<file path="src/rtl/serial_alu_arbiter.sv">
// serial_alu_arbiter: two requesters share one bit-serial ALU.
// A round-robin arbiter picks an owner, the owner's operands are latched,
// the ALU processes one bit per cycle LSB first, and the finished result is
// published on the EXEC->DONE edge together with a one-cycle done pulse.
// Optional macro SERIAL_ALU_FLAGS_EN adds the zero and ovf result flags.
//
// Handshake: req[i] is a level request. gnt[i] is high from LOAD through DONE
// of the operation owned by requester i. done[i] pulses for one cycle in DONE.
// Operands are sampled only at the end of the LOAD cycle. A request seen in IDLE
// is always carried to completion, even if req drops afterwards. A new request
// is taken only from IDLE, which is the cycle after DONE.
module serial_alu_arbiter #(
  parameter int WIDTH = 8
) (
  input  logic             clk,
  input  logic             rst,
  input  logic [1:0]       req,
  input  logic [WIDTH-1:0] a0,
  input  logic [WIDTH-1:0] b0,
  input  logic [WIDTH-1:0] a1,
  input  logic [WIDTH-1:0] b1,
  input  logic [2:0]       op0,
  input  logic [2:0]       op1,
  output logic [1:0]       gnt,
  output logic             busy,
  output logic [1:0]       done,
  output logic [WIDTH-1:0] result,
  output logic             carry_out,
`ifdef SERIAL_ALU_FLAGS_EN
  output logic             zero,
  output logic             ovf,
`endif
  output logic [1:0]       dbg_state
);

  localparam int CW = (WIDTH > 2) ? $clog2(WIDTH) : 1;
  localparam logic [CW-1:0] CNT_LAST = CW'(WIDTH - 1);

  localparam logic [2:0] OP_ADD = 3'b000;
  localparam logic [2:0] OP_SUB = 3'b001;
  localparam logic [2:0] OP_XOR = 3'b010;
  localparam logic [2:0] OP_AND = 3'b011;
  localparam logic [2:0] OP_OR  = 3'b100;

  typedef enum logic [1:0] {
    IDLE = 2'd0,
    LOAD = 2'd1,
    EXEC = 2'd2,
    DONE = 2'd3
  } state_t;

  state_t           state_q, state_d;
  logic             owner_q;     // requester that owns the current operation
  logic             last_q;      // requester granted most recently
  logic             winner;
  logic [WIDTH-1:0] a_sh, b_sh, r_sh;
  logic [CW-1:0]    cnt_q;
  logic             carry_q;
  logic [2:0]       op_q;

  logic [WIDTH-1:0] sel_a, sel_b;
  logic [2:0]       sel_op;
  logic             is_arith;
  logic             bit_a, bit_b, bit_p, sum_bit, carry_gen, res_bit;
  logic [WIDTH-1:0] r_next;
  logic             last_bit;

  logic [WIDTH-1:0] result_q;
  logic             cout_q;
`ifdef SERIAL_ALU_FLAGS_EN
  logic             zero_q, ovf_q;
`endif

  // Reserved opcodes 101-111 fold onto ADD so the datapath sees five ops only.
  function automatic logic [2:0] norm_op(input logic [2:0] op);
    logic [2:0] n;
    case (op)
      OP_SUB:  n = OP_SUB;
      OP_XOR:  n = OP_XOR;
      OP_AND:  n = OP_AND;
      OP_OR:   n = OP_OR;
      default: n = OP_ADD;
    endcase
    return n;
  endfunction

  // Round-robin choice: on a tie the requester not granted last wins.
  always_comb begin
    winner = 1'b0;
    if (req == 2'b11) winner = ~last_q;
    else              winner = req[1];
  end

  // Operand mux feeding the LOAD-cycle latch.
  always_comb begin
    sel_a  = owner_q ? a1 : a0;
    sel_b  = owner_q ? b1 : b0;
    sel_op = norm_op(owner_q ? op1 : op0);
  end

  // One-bit ALU slice plus the result shift-register input.
  always_comb begin
    is_arith  = (op_q == OP_ADD) || (op_q == OP_SUB);
    bit_a     = a_sh[0];
    bit_b     = b_sh[0];
    bit_p     = bit_a ^ bit_b;
    sum_bit   = bit_p ^ carry_q;
    carry_gen = (bit_a & bit_b) | (bit_p & carry_q);
    case (op_q)
      OP_XOR:  res_bit = bit_p;
      OP_AND:  res_bit = bit_a & bit_b;
      OP_OR:   res_bit = bit_a | bit_b;
      default: res_bit = sum_bit;
    endcase
    r_next   = (r_sh >> 1) | {res_bit, {(WIDTH-1){1'b0}}};
    last_bit = (cnt_q == CNT_LAST);
  end

  // Next-state and handshake outputs.
  always_comb begin
    state_d = state_q;
    gnt     = 2'b00;
    done    = 2'b00;
    busy    = 1'b1;
    case (state_q)
      IDLE: begin
        busy = 1'b0;
        if (req != 2'b00) state_d = LOAD;
      end
      LOAD: begin
        gnt     = owner_q ? 2'b10 : 2'b01;
        state_d = EXEC;
      end
      EXEC: begin
        gnt = owner_q ? 2'b10 : 2'b01;
        if (last_bit) state_d = DONE;
      end
      DONE: begin
        gnt     = owner_q ? 2'b10 : 2'b01;
        done    = owner_q ? 2'b10 : 2'b01;
        state_d = IDLE;
      end
      default: state_d = IDLE;
    endcase
  end

  // State register, owner capture and round-robin pointer.
  always_ff @(posedge clk) begin
    if (rst) begin
      state_q <= IDLE;
      owner_q <= 1'b0;
      last_q  <= 1'b1;
    end else begin
      state_q <= state_d;
      if (state_q == IDLE && req != 2'b00) owner_q <= winner;
      if (state_q == LOAD) last_q <= owner_q;
    end
  end

  // Serial datapath: latch in LOAD, one bit per EXEC cycle.
  always_ff @(posedge clk) begin
    if (rst) begin
      a_sh    <= '0;
      b_sh    <= '0;
      r_sh    <= '0;
      cnt_q   <= '0;
      carry_q <= 1'b0;
      op_q    <= OP_ADD;
    end else if (state_q == LOAD) begin
      a_sh    <= sel_a;
      b_sh    <= (sel_op == OP_SUB) ? ~sel_b : sel_b;
      cnt_q   <= '0;
      carry_q <= (sel_op == OP_SUB);
      op_q    <= sel_op;
    end else if (state_q == EXEC) begin
      a_sh  <= a_sh >> 1;
      b_sh  <= b_sh >> 1;
      r_sh  <= r_next;
      cnt_q <= cnt_q + CW'(1);
      if (is_arith) carry_q <= carry_gen;
    end
  end

  // Published result: changes only when the last bit completes.
  always_ff @(posedge clk) begin
    if (rst) begin
      result_q <= '0;
      cout_q   <= 1'b0;
`ifdef SERIAL_ALU_FLAGS_EN
      zero_q   <= 1'b0;
      ovf_q    <= 1'b0;
`endif
    end else if (state_q == EXEC && last_bit) begin
      result_q <= r_next;
      cout_q   <= is_arith & carry_gen;
`ifdef SERIAL_ALU_FLAGS_EN
      zero_q   <= (r_next == '0);
      // Signed overflow: carry into the MSB differs from carry out of it.
      ovf_q    <= is_arith & (carry_q ^ carry_gen);
`endif
    end
  end

  assign result    = result_q;
  assign carry_out = cout_q;
`ifdef SERIAL_ALU_FLAGS_EN
  assign zero      = zero_q;
  assign ovf       = ovf_q;
`endif
  assign dbg_state = state_q;

endmodule

</file>
<file path="config.mk">
export PLATFORM = sky130hd
export DESIGN_NAME = serial_alu_arbiter
export DESIGN_NICKNAME = d
export VERILOG_FILES = /design/src/rtl/serial_alu_arbiter.sv
export SDC_FILE = /design/constraint.sdc
export NUM_CORES = 1
export LEC_CHECK = 0
export CAP_MARGIN = 20
export CORE_MARGIN = 5
export CORE_UTILIZATION = 48
export CTS_CLUSTER_DIAMETER = 40
export DETAILED_ROUTE_END_ITERATION = 10
export PLACE_DENSITY_LB_ADDON = 0.25
export REMOVE_ABC_BUFFERS = 1
export SETUP_SLACK_MARGIN = 0.05
export SKIP_CTS_REPAIR_TIMING = 1
export SLEW_MARGIN = 20
export SYNTH_ARGS = -nofsm -noshare
export SYNTH_HDL_FRONTEND = slang
export SYNTH_SLANG_ARGS = --single-unit
</file>
<file path="constraint.sdc">
create_clock -name clk -period 1.9 [get_ports clk]
set_input_delay 0.285 -clock clk [delete_from_list [all_inputs] [get_ports clk]]
set_output_delay 0.285 -clock clk [all_outputs]
set_load 0.005 [all_outputs]
</file>
; ---- Word-level counts from Yosys, hierarchy flattened
; Index checks and enable logic that the tools add are counted.
[word_totals]
output_inout_bits = 16
ff_bits = 44
word_cells = 73
in_bits = 42
[op_classes]
n_reduce_logical = 13
bitwise_logic = 11
n_addsub = 1
n_mux = 21
n_eq_ne = 16
[op_table]
columns = op, n
row1 = 2-to-1 mux 8 bit, 7
row2 = "== test 3 x 2 -> 1 bit, second input constant", 4
row3 = case mux 3 bit (4 select lines), 1
row4 = 2-to-1 mux 2 bit, 5
row5 = "== test 3 x 1 -> 1 bit, second input constant", 3
row6 = "== test 3 bit, second input constant", 3
row7 = NOT 8 bit, 1
row8 = bitwise OR 7 x 8 -> 8 bit, 1
row9 = case mux 2 bit (4 select lines), 1
row10 = "== test 2 bit, second input constant", 3
row11 = AND reduction 2 bit, 3
row12 = nonzero test 2 bit, 3
row13 = 2-to-1 mux 1 bit, 5
row14 = "inequality test 2 bit, second input constant", 2
row15 = "adder 3 x 1 -> 3 bit, second input constant", 1
row16 = bitwise AND 1 bit, 3
row17 = zero test 3 bit, 1
row18 = 2-to-1 mux 3 bit, 1
row19 = case mux 1 bit (3 select lines), 1
row20 = OR reduction 3 bit, 1
row21 = "== test 2 x 1 -> 1 bit, second input constant", 1
row22 = logical AND 1 bit, 2
row23 = zero test 2 bit, 1
row24 = NOT 1 bit, 2
row25 = other kinds (4), 6

; ---- Longest topological paths before layout
[logic_depth]
depth_word = 6
mapped_depth = 7
depth_no_buf = 6

; ---- Worst setup path after synthesis
; No wires, ideal clock.
[synth_path]
kind = register to register
from = reg state_q[0], in the netlist dbg_state[0]
to = reg b_sh[3]
t_arrival_ns = 1.457
required_ns = 1.814
setup_slack_ns = 0.357
synth_period_minus_slack_ns = 1.543
stages_incl_launch_ff = 7
path_cell_list = dfxtp_1 -> inv_1 -> ha_1 -> inv_2 -> clkbuf_1 -> a21boi_0 -> a211oi_1
[synth_via]
elab_chain_len = 2
word_cells_on_any_way = 4
[synth_lines]
columns = element, line
row1 = from (decl), 52  ; state_t state_q, state_d;
row2 = from (signal assigned), 154  ; state_q <= state_d;
row3 = == test 2 x 1 -> 1 bit / == test 2 bit (equally long branches), "169, 175"
row4 = 2-to-1 mux 8 bit / nonzero test 2 bit (equally long branches), n/a
row5 = to (signal assigned), 171  ; b_sh <= (sel_op == OP_SUB) ? ~sel_b : sel_b;
row6 = to (signal assigned), 177  ; b_sh <= b_sh >> 1;
row7 = to (decl), 56  ; logic [WIDTH-1:0] a_sh, b_sh, r_sh;
; Several ways; a longest one is shown, not always the timed one.
; A chain may end at the register's enable or synchronous reset.

; ---- Worst setup path in the final report
[layout_path]
from = reg state_q[1], in the netlist dbg_state[1]
to = out busy
[layout_via]
elab_chain_len = 2
[layout_lines]
columns = element, line
row1 = zero test 2 bit, 125  ; case (state_q)
row2 = 2-to-1 mux 1 bit, 125
row3 = to (decl), 25  ; output logic busy,
; No other way between the ends.

==> results_dict.tcl <==
set metrics [dict create \
    leakage_nw 1.16 \
    stdcell_count 368 \
    synth_top_area_share_pct 38.8 \
    cp.arrival_ns 1.50 \
    cp-end-kind "output pin" \
    status "completed" \
    finalHoldViolCount 0 \
    routed_via_density 5.25 \
    portBuffers 57 \
    num_io_pins 58 \
    drc_errors 0 \
    cts_sinks 43 \
    hold_start "result[2]" \
    r2r_slack_ns 0.25 \
    clk_path_buf_depth 2 \
    netlist_instances 254 \
    gp_congestion 0.785 \
    synth_cell_type_count 42 \
    setup_viol 0 \
    post-route-min-period_ns 1.78 \
    die_area_um2 6080 \
    fp.dieW_um 78.0 \
    core_um2 4410 \
    cts_made_buffers 5 \
    yosysWarnings 0 \
    netlist_area_um2 2220 \
    cp_max_fo 5 \
    ys_seq_area_share_pct 38.8 \
    cts_tree "built" \
    nets 366 \
    hold_path_class "reg -> reg" \
    num_vias 1931 \
    dp_hpwl_um 3430 \
    place_inst 360 \
    gr-total-overflow 0 \
    rsz0062_at_grt "false" \
    synth_top_cell_by_area "dfxtp_1" \
    antenna_found_initial 0 \
    fmax_mhz 561 \
    path_clk_slew_ns 0.08 \
    cp.required_ns 1.62 \
    syn2layout_area_growth_pct 36.7 \
    rows 24 \
    worst_r2r_startpoint "b_sh[0]" \
    grt_use_total_pct 14.9 \
    final_common_cell "clkdlybuf4s50_1" \
    cts-root-buf "clkbuf_8" \
    wl_um 4610 \
    wl_per_cell_um 12.5 \
    drive_gt1_share_pct 10.1 \
    start_util_pct 50.2 \
    path_class "reg -> out" \
    period_share_pct 93.9 \
    relSlewSlack_pct 78.1 \
    critPathLaunchType "register" \
    drtAntennaViolNets 0 \
    dr.pass1.iters 4 \
    worstMarginPinSlew_ns 0.328 \
    die_height_um 78.0 \
    netlist_top_cells_area "dfxtp_1, mux2i_1, nand2_1" \
    peakVddDrop_uv 699 \
    final_cell_mix "clkdlybuf4s50_1, dfxtp_1, nand2_1" \
    drt-initial-drc-count 101 \
    ys_seq_elements 43 \
    fin_skew_ns 0.00517 \
    diodes 0 \
    grt_pass1_wl_um 7650 \
    total_power_mw 3.48 \
    power_density_nw_per_um2 1150 \
    h-tree-depth 2 \
    whs_ns 0.456 \
    grt_pass1_vias 1763 \
    clkLatencyLatePin_ns 0.29 \
    cap_violations 0 \
    maxSlewViolCount 0 \
    synth.avg_cell_area_um2 8.73 \
    crit_path_start "dbg_state[1]" \
    grt_max_degree 21 \
]
## stage by stage
step	setup slack, ns	instance area (µm²)	util, %	TNS (ns)
floorplan	-0.0530	2140	-	-0.0530
global placement	0.120	2900	65.7	0
detailed placement	0.0978	2900	65.7	0
CTS	-0.0628	3010	68.3	-0.193
global route	0.0560	3030	68.7	0
finish	0.117	3030	68.7	0
## final timing paths
kind,cells after the start,end
worst max register to register,5,r_sh[7]
worst max-delay path,4,busy
worst min register to register,2,result[2]
worst min-delay path,2,result[2]
## kinds of logic after synthesis
logic type | Yosys count | synth area share (%)
and+or+nand+nor | 74 | 15.2
AOI/OAI and AO/OA | 65 | 20.0
xor gates and xnor gates | 9 | 3.56
muxes | 26 | 11.9
DFF | 43 | 38.8
adders and majority gates | 9 | 5.42
buffers and inverters | 28 | 5.19
## synthesized netlist by cell type (all sizes together)
library cell / count
xnor2: 9
nor3: 5
and4bb: 1
nand3: 1
nand2b: 3
nand2: 34
nor2b: 5
fa: 1
clkbuf: 15
buf: 3
a21boi: 6
nand3b: 1
inv: 10
nor2: 19
a311oi: 2
ha: 8
nor4bb: 1
a32oi: 1
dfxtp: 43
and2: 2
o22ai: 12
nand4: 1
a21oi: 11
o32a: 1
mux2i: 24
o221ai: 1
o21bai: 1
a211oi: 8
a211o: 2
a2111oi: 1
nor4: 1
o31ai: 2
a21o: 2
o311ai: 1
o21ai: 11
a31oi: 3
mux2: 2
## layer usage
metal  share of wire, %  up-vias  GRT usage, %  routed length (µm)
li1                   -     1011             -                   -
met4               0.63        0          4.05                  29
met1                 45      875          18.7                2080
met3                5.2        4          3.82                 242
met5                  0        -             0                   0
met2                 49       41          25.4                2260
## state kept, by name (all words and copies together), names as in the netlist
signal / flops
result: 8
a_sh: 8
b_sh: 8
dbg_state: 2
carry_out: 1
owner_q: 1
r_sh: 7
cnt_q: 3
carry_q: 1
last_q: 1
op_q: 3
## final cells by class
class	instances	area (µm²)
clock buffers	5	68.8
clock inverters	3	43.8
fillers	368	1380
inverters	10	37.5
multi-input cells	183	1240
flip-flops and latches	43	867
well taps	52	65.1
repair buffers	72	706
## critical path: stages (launching register included)
cell and delay (ns):
dfxtp_4 0.37, inv_1 0.06, ha_2 0.20, inv_2 0.07, clkdlybuf4s50_1 0.50
## report_power, final
part | total [mW] | internal, mW | leakage, nW | switching (mW)
clock | 0.701 | 0.391 | 0.0581 | 0.310
combinational | 1.52 | 0.768 | 0.748 | 0.756
sequential | 1.26 | 1.10 | 0.351 | 0.159
(Power assumes the default switching activity.)
